$ cat src/rtl/pipe_hazard_ctrl.sv
// Hazard control: RAW scoreboard, redirect flush sequencing and
// memory-busy freeze for a single-issue in-order pipeline.
module pipe_hazard_ctrl #(
  parameter int PROC_REGFILE_LOG2_DEEP = 5,
  parameter int WB_DIST                = 2,
  parameter int FLUSH_CYCLES           = 2
) (
  input  logic                              clk,
  input  logic                              reset,
  input  logic                              id_valid_i,
  input  logic [PROC_REGFILE_LOG2_DEEP-1:0] id_rs1_i,
  input  logic [PROC_REGFILE_LOG2_DEEP-1:0] id_rs2_i,
  input  logic                              id_use_rs1_i,
  input  logic                              id_use_rs2_i,
  input  logic [PROC_REGFILE_LOG2_DEEP-1:0] id_rd_i,
  input  logic                              id_reg_write_i,
  input  logic                              ex_redirect_i,
  input  logic                              mem_busy_i,
  output logic                              issue_o,
  output logic                              stall_o,
  output logic                              flush_o,
  output logic                              freeze_o,
  output logic [15:0]                       stall_cnt_o
);

  localparam int          NREG   = 1 << PROC_REGFILE_LOG2_DEEP;
  localparam logic [1:0]  WB     = 2'(WB_DIST);
  localparam logic [1:0]  FL_RLD = 2'(FLUSH_CYCLES - 1);

  typedef enum logic [1:0] {RUN, FLUSH, FROZEN} state_e;

  state_e      state_q, state_d, ret_q, ret_d, eff;
  logic [1:0]  fcnt_q, fcnt_d;
  logic [1:0]  pend_q [NREG];
  logic [1:0]  pend_d [NREG];
  logic [15:0] stall_cnt_q, stall_cnt_d;
  logic        raw, redir;

  // A thawing cycle behaves as the state that was frozen.
  assign eff   = (state_q == FROZEN) ? ret_q : state_q;
  assign redir = ex_redirect_i & (state_q != FROZEN);

  assign raw = id_valid_i &
    ((id_use_rs1_i & (id_rs1_i != '0) & (pend_q[id_rs1_i] != 2'd0)) |
     (id_use_rs2_i & (id_rs2_i != '0) & (pend_q[id_rs2_i] != 2'd0)));

  always_ff @(posedge clk) begin
    if (reset) begin
      state_q <= RUN;
      ret_q   <= RUN;
      fcnt_q  <= 2'd0;
    end else begin
      state_q <= state_d;
      ret_q   <= ret_d;
      fcnt_q  <= fcnt_d;
    end
  end

  always_comb begin
    state_d = state_q;
    ret_d   = ret_q;
    fcnt_d  = fcnt_q;
    if (mem_busy_i) begin
      state_d = FROZEN;
      ret_d   = eff;
    end else begin
      state_d = eff;
      case (eff)
        RUN: begin
          if (redir && FL_RLD != 2'd0) begin
            state_d = FLUSH;
            fcnt_d  = FL_RLD;
          end
        end
        FLUSH: begin
          if (redir) begin
            fcnt_d = FL_RLD;
          end else if (fcnt_q <= 2'd1) begin
            state_d = RUN;
            fcnt_d  = 2'd0;
          end else begin
            fcnt_d = fcnt_q - 2'd1;
          end
        end
        default: state_d = RUN;
      endcase
    end
  end

  always_comb begin
    freeze_o = mem_busy_i;
    flush_o  = !mem_busy_i &
               ((eff == FLUSH) | ((eff == RUN) & redir));
    stall_o  = raw & !flush_o & !freeze_o;
    issue_o  = id_valid_i & !raw & !flush_o & !freeze_o;
  end

  always_comb begin
    pend_d = pend_q;
    for (int r = 1; r < NREG; r++) begin
      if (!freeze_o && pend_q[r] != 2'd0)
        pend_d[r] = pend_q[r] - 2'd1;
    end
    if (issue_o && id_reg_write_i && id_rd_i != '0)
      pend_d[id_rd_i] = WB;
    pend_d[0] = 2'd0;
  end

  always_ff @(posedge clk) begin
    if (reset) begin
      for (int r = 0; r < NREG; r++) pend_q[r] <= 2'd0;
    end else begin
      pend_q <= pend_d;
    end
  end

  always_comb begin
    stall_cnt_d = stall_cnt_q;
    if (stall_o && stall_cnt_q != 16'hFFFF)
      stall_cnt_d = stall_cnt_q + 16'd1;
  end

  always_ff @(posedge clk) begin
    if (reset) stall_cnt_q <= 16'd0;
    else       stall_cnt_q <= stall_cnt_d;
  end

  assign stall_cnt_o = stall_cnt_q;

endmodule

$ cat config.mk
export PLATFORM = sky130hd
export DESIGN_NAME = pipe_hazard_ctrl
export DESIGN_NICKNAME = d
export VERILOG_FILES = /design/src/rtl/pipe_hazard_ctrl.sv
export SDC_FILE = /design/constraint.sdc
export NUM_CORES = 1
export LEC_CHECK = 0
export CAP_MARGIN = 40
export CORE_ASPECT_RATIO = 0.8
export CORE_MARGIN = 2
export CORE_UTILIZATION = 50
export DETAILED_ROUTE_END_ITERATION = 16
export HOLD_SLACK_MARGIN = 0.1
export PLACE_DENSITY_LB_ADDON = 0.08
export SKIP_CTS_REPAIR_TIMING = 1
export SLEW_MARGIN = 20
export SYNTH_ARGS = -nofsm -noshare
export SYNTH_HDL_FRONTEND = slang
export SYNTH_SLANG_ARGS = --single-unit
$ cat constraint.sdc
create_clock -name clk -period 4.2 [get_ports clk]
set_input_delay 1.05 -clock clk [delete_from_list [all_inputs] [get_ports clk]]
set_output_delay 1.05 -clock clk [all_outputs]
set_load 0.1 [all_outputs]
==> results of run 1 <==
## final timing paths
path	slack, ns	to	depth (start not counted)
worst min-delay path	0.49	fcnt_q[1]	2
worst max register to register	1.43	stall_cnt_o[4]	9
worst min register to register	0.49	fcnt_q[1]	2
worst max-delay path	0.07	stall_o	10
## per-layer routing
metal | global-route usage [%] | wire length, µm | vias to the layer above
met3 | 6.32 | 1080 | 17
met1 | 37.4 | 6660 | 2318
li1 | - | - | 2427
met2 | 41.3 | 6420 | 163
met4 | 7.25 | 212 | 0
met5 | 0 | 0 | -
## power groups by stage
stage | Clock, mW | Sequential, mW | Combinational (mW)
after floorplan | 0 | 0.970 | 0.455
after global placement | 0 | 0.992 | 0.578
after detailed placement | 0 | 0.994 | 0.605
after CTS | 0.791 | 0.976 | 0.611
after global routing | 0.823 | 0.992 | 0.702
final | 0.784 | 0.981 | 0.622
## worst max-delay path: stages
cell and delay [ns]:
dlymetal6s2s_1 0.16, buf_4 0.17, nor3b_1 0.14, o21ai_1 0.16, o221ai_1 0.12, or4_1 0.53
o211a_1 0.27, buf_4 0.16, nor2b_4 0.12, buf_12 0.18
## placed cells by master (no fill, tap or decap), drive strengths merged, types with 9 or more instances in the layout
cell,instances
mux2,9
nand2,44
o22ai,31
a211oi,36
nand2b,13
a21oi,18
nor3b,16
o21ai,43
dfxtp,84
nor3,34
ha,32
and3,9
xnor2,31
nor2,57
inv,65
clkdlybuf4s50,29
nor2b,11
buf,50
clkbuf,12
## sequential cells by signal, indices dropped and copies added, names as in the netlist
signal and cells:
fcnt_q 2, pend_q 62, ret_q 2, stall_cnt_o 16, state_q 2
## through the flow
stage | std cells | cell area (µm²)
2_1_floorplan | 646 | 5110
3_3_place_gp | 814 | 5800
3_5_place_dp | 830 | 6040
4_1_cts | 845 | 6330
5_1_grt | 849 | 6410
6_report | 849 | 6410
## kinds of logic (layout without fill, tap and decap cells)
| group | Yosys count | in the layout | synth area share, % |
|---|---|---|---|
| muxes | 11 | 11 | 2.63 |
| and+or+nand+nor | 223 | 223 | 22.6 |
| adders and majority gates | 32 | 32 | 7.86 |
| buffers and inverters | 101 | 168 | 7.86 |
| xor gates and xnor gates | 31 | 31 | 5.33 |
| DFF | 84 | 84 | 33.0 |
| AOI/OAI and AO/OA | 164 | 164 | 20.7 |
## final cells by class
type,instances,area [µm²]
Clock buffer,11,243
Clock inverter,4,50.0
Fill cell,857,3360
Inverter,65,244
Multi-Input combinational cell,461,3030
Sequential cell,84,1680
Tap cell,136,170
Timing Repair Buffer,88,991
==> metrics, run 1 <==
status completed; RR Startpoint pend_q[30]; Pwr Total about 2.4 mW; vias in the first global route around 4.5k; Int Power around 1.6 mW; most instantiated library cell after synthesis dfxtp_1; worst endpoint data arrival time 3.08 ns; CP Max Fanout 6; Setup Viol. Count Final 0; CTS tree built; Worst Setup End Kind primary output; hpwl dp around 10 mm; Yosys top cell area share ~33%; Routed WL around 14 mm; final hold vios 0; Clock Skews between 0.008 and 0.009 ns; total gr overflow 0; top cells by instance count after synthesis dfxtp_1, inv_1, nor2_1; gp weighted congestion between 0.9 and 1; vias post-DR between 4k and 5k; clock power share between 30% and 40%; Ys Warns 0; Slew @ Worst Pin around 0.65 ns; post-route setup TNS 0 ns; first-pass GRT wire length roughly 23 mm; ratio of cells with drive above 1 in the final layout between 10% and 20%; dpl ws -0.250 ns; Post-route DRC 0; HP Class register to register; Finished Core Util between 60% and 70%; average size of a mapped cell ~7.9 µm²; share of power burned in registers 41.1%; EDFF count, synth 0; synthesis-stage register bit count 84; FP Rows 32; Critical Path RT roughly 3.2 ns; Max Slew Vio Count 0; RSZ-0062 raised after global routing false; I/O Buffers 42; drt pass-1 iters 7; CTS Buf Count 9; full die area ~11,000 µm²; Antenna Violating Nets Remaining 0; hold_ws around 0.49 ns; clk_lat worst skew roughly 0.34 ns; crit path launch id_rs2_i[1]; cell count after synthesis 646; synth unique cells 54; Comb pwr share 26.1%; initial core utilization 52.2%; hold path start fcnt_q[1]; Leakage about 2.2 nW; Tcrit/Tclk final ~98%; Syn Nets around 700; switching share of total power 31.3%; Fmax roughly 240 MHz; area leader, netlist dfxtp_1; Max-slew headroom a little under three fifths; clock-pin slew on the worst setup and hold paths about 0.060 ns; Avg Vias per Cell roughly 5.8; CTS root buf clkbuf_16; IO Pins between 40 and 50; Final min period ~4.1 ns; ant diodes 0; Clock Sinks 84; Max Cap Violations 0; Synth Cell Area 5090 µm²; Nets between 700 and 800; Die Y approximately 94 µm; Die X about 120 µm; GR Util All Layers between 20% and 30%; Clock Path Buffers 2; Area Growth Syn to Fin 25.8%; top_reg_cell synth dfxtp_1; largest net degree at the start of global routing 40; initial antenna violation count 0; core area between 9000 and 10,000 µm²; Synth async-reset ratio 0%; CP Launch Type primary input; pwr/cell area approximately 370 nW/µm²; Avg WL per Cell approximately 17 µm; WS Path Type primary input to primary output; post-synthesis sequential area ratio around a third; dominant cells by area after synthesis dfxtp_1, ha_1, xnor2_1; H-tree Lvls 3; peak supply drop ~0.31 mV; setup ws final 0.0733 ns; Psw about 0.75 mW; DRT iter0 DRCs between 300 and 400
Power figures use the tool's default switching activity.
==> inputs of run 2 (changes only) <==
- MAX_ROUTING_LAYER: default -> met4
==> metrics, run 2 (same netlist as run 1, synthesis figures left out) <==
ratio of cells with drive above 1 in the final layout 11.8% (unchanged); hold path start fcnt_q[1] (unchanged); total gr overflow 0 (unchanged); dpl ws -0.250 ns (unchanged); Leakage 2.24 nW (unchanged); Nets 764 (unchanged); Avg WL per Cell 16.9 µm (about the same); drt pass-1 iters 5 (was 7); I/O Buffers 42 (unchanged); Slew @ Worst Pin 0.657 ns (was 0.655 ns); Biggest register pend_q (unchanged); Filler cells 857 (unchanged); Die Y 94.3 µm (unchanged); pwr/cell area 372 nW/µm² (was 373 nW/µm²); CP Capture Point stall_o (unchanged); Seq. cell area 1680 µm² (unchanged); HP Class register to register (unchanged); post-route setup TNS 0 ns (unchanged); Final min period 4.14 ns (was 4.13 ns); DRT iter0 DRCs 360 (was 361); vias in the first global route 4,514 (was 4,511); Tcrit/Tclk final 98.5% (was 98.3%); RSZ-0062 raised after global routing false (unchanged); CTS root buf clkbuf_16 (unchanged); gp weighted congestion 0.916 (was 0.901); Antenna Violating Nets Remaining 0 (unchanged); Routed WL 14.3 mm (was 14.4 mm); Pwr Total 2.38 mW (was 2.39 mW); Clock Skews 0.00763 ns (was 0.00834 ns); R2R Path End stall_cnt_o[4] (unchanged); Die X 117 µm (unchanged); commonest non-fill, non-tap cell in the layout dfxtp_1 (unchanged); full die area 11,000 µm² (unchanged); crit path launch id_rs2_i[1] (unchanged); clock-pin slew on the worst setup and hold paths 0.06 ns (about the same); peak supply drop 0.307 mV (about the same); Max-slew headroom 56.2% (was 56.3%); CP Launch Type primary input (unchanged); Placed Area 6040 µm² (unchanged); status completed (unchanged); Post-route DRC 0 (unchanged); CP Max Fanout 6 (unchanged); initial core utilization 52.2% (unchanged); CTS Buf Count 9 (unchanged); CTS tree built (unchanged); Setup Viol. Count Final 0 (unchanged); max reg flops 62 (unchanged); IO Pins 43 (unchanged); Layout Cells excl Fill 849 (unchanged); Fmax 242 MHz (about the same); Critical Path RT 3.15 ns (about the same); multi-input logic area 3030 µm² (unchanged); WS Path Type primary input to primary output (unchanged); Avg Vias per Cell 5.77 (was 5.80); vias post-DR 4,902 (was 4,925); first-pass GRT wire length 22.7 mm (was 22.8 mm); core area 9770 µm² (unchanged); GR Util All Layers 27.5% (was 26.8%); Max Cap Violations 0 (unchanged); Clock Sinks 84 (unchanged); Clock Path Buffers 2 (unchanged); Max Slew Vio Count 0 (unchanged); Reg2Reg Depth 9 (unchanged); Area Growth Syn to Fin 25.8% (unchanged); final hold vios 0 (unchanged); worst endpoint data arrival time 3.09 ns (was 3.08 ns); clk_lat worst skew 0.34 ns (about the same); hpwl dp 10.1 mm (unchanged); largest net degree at the start of global routing 40 (unchanged); FP Rows 32 (unchanged); initial antenna violation count 0 (unchanged); most frequent cells in the layout dfxtp_1, inv_1, nor2_1 (unchanged); H-tree Lvls 3 (unchanged); Worst Setup End Kind primary output (unchanged); ant diodes 0 (unchanged); fin area 6410 µm² (unchanged); R2R setup slack 1.42 ns (was 1.43 ns); setup ws final 0.0619 ns (was 0.0733 ns); Post-Place Cells 830 (unchanged); RR Startpoint pend_q[30] (unchanged)
==> run 2: worst min-delay path by stage <==
| stage | end | slack (ns) | cells after the start |
|---|---|---|---|
| finish | fcnt_q[1] | 0.49 | 2 |
| global route | fcnt_q[1] | 0.51 | 2 |
| CTS | fcnt_q[1] | 0.48 | 2 |
| detailed placement | fcnt_q[1] | 0.47 | 2 |
| global placement | ret_q[1] | 0.46 | 2 |
| floorplan | fcnt_q[1] | 0.44 | 2 |
==> run 2: through the flow <==
stage	util [%]	hold WS [ns]
2_1_floorplan	-	0.440
3_3_place_gp	59.3	0.457
3_5_place_dp	61.8	0.472
4_1_cts	64.8	0.483
5_1_grt	65.6	0.511
6_report	65.6	0.489
==> run 2: routing by layer <==
metal  global-route usage [%]  vias to the layer above  wire (µm)
met1                     37.1                     2299       6670
met3                     6.13                       20       1110
li1                         -                     2424          -
met4                     7.55                        0        226
met2                     41.5                      159       6320
met5                        -                        -          0
==> run 2: layout make-up <==
type | instances | share of cell area (%)
inverter | 65 | 3.81
clock inverter | 4 | 0.781
timing repair buffer | 88 | 15.5
clock buffer | 11 | 3.79
sequential | 84 | 26.2
multi-input combinational | 461 | 47.3
tap | 136 | 2.66
==> run 2: power breakdown <==
part	internal, mW	switching, mW	leakage [nW]
Combinational	0.283	0.339	1.42
Clock	0.472	0.310	0.138
Sequential	0.886	0.0944	0.681
==> run 2: critical path, stage by stage <==
cell            delay [ns]
dlymetal6s2s_1        0.16
buf_4                 0.17
nor3b_1               0.14
o21ai_1               0.16
o221ai_1              0.13
or4_1                 0.53
o211a_1               0.27
buf_4                 0.16
nor2b_4               0.12
buf_12                0.18
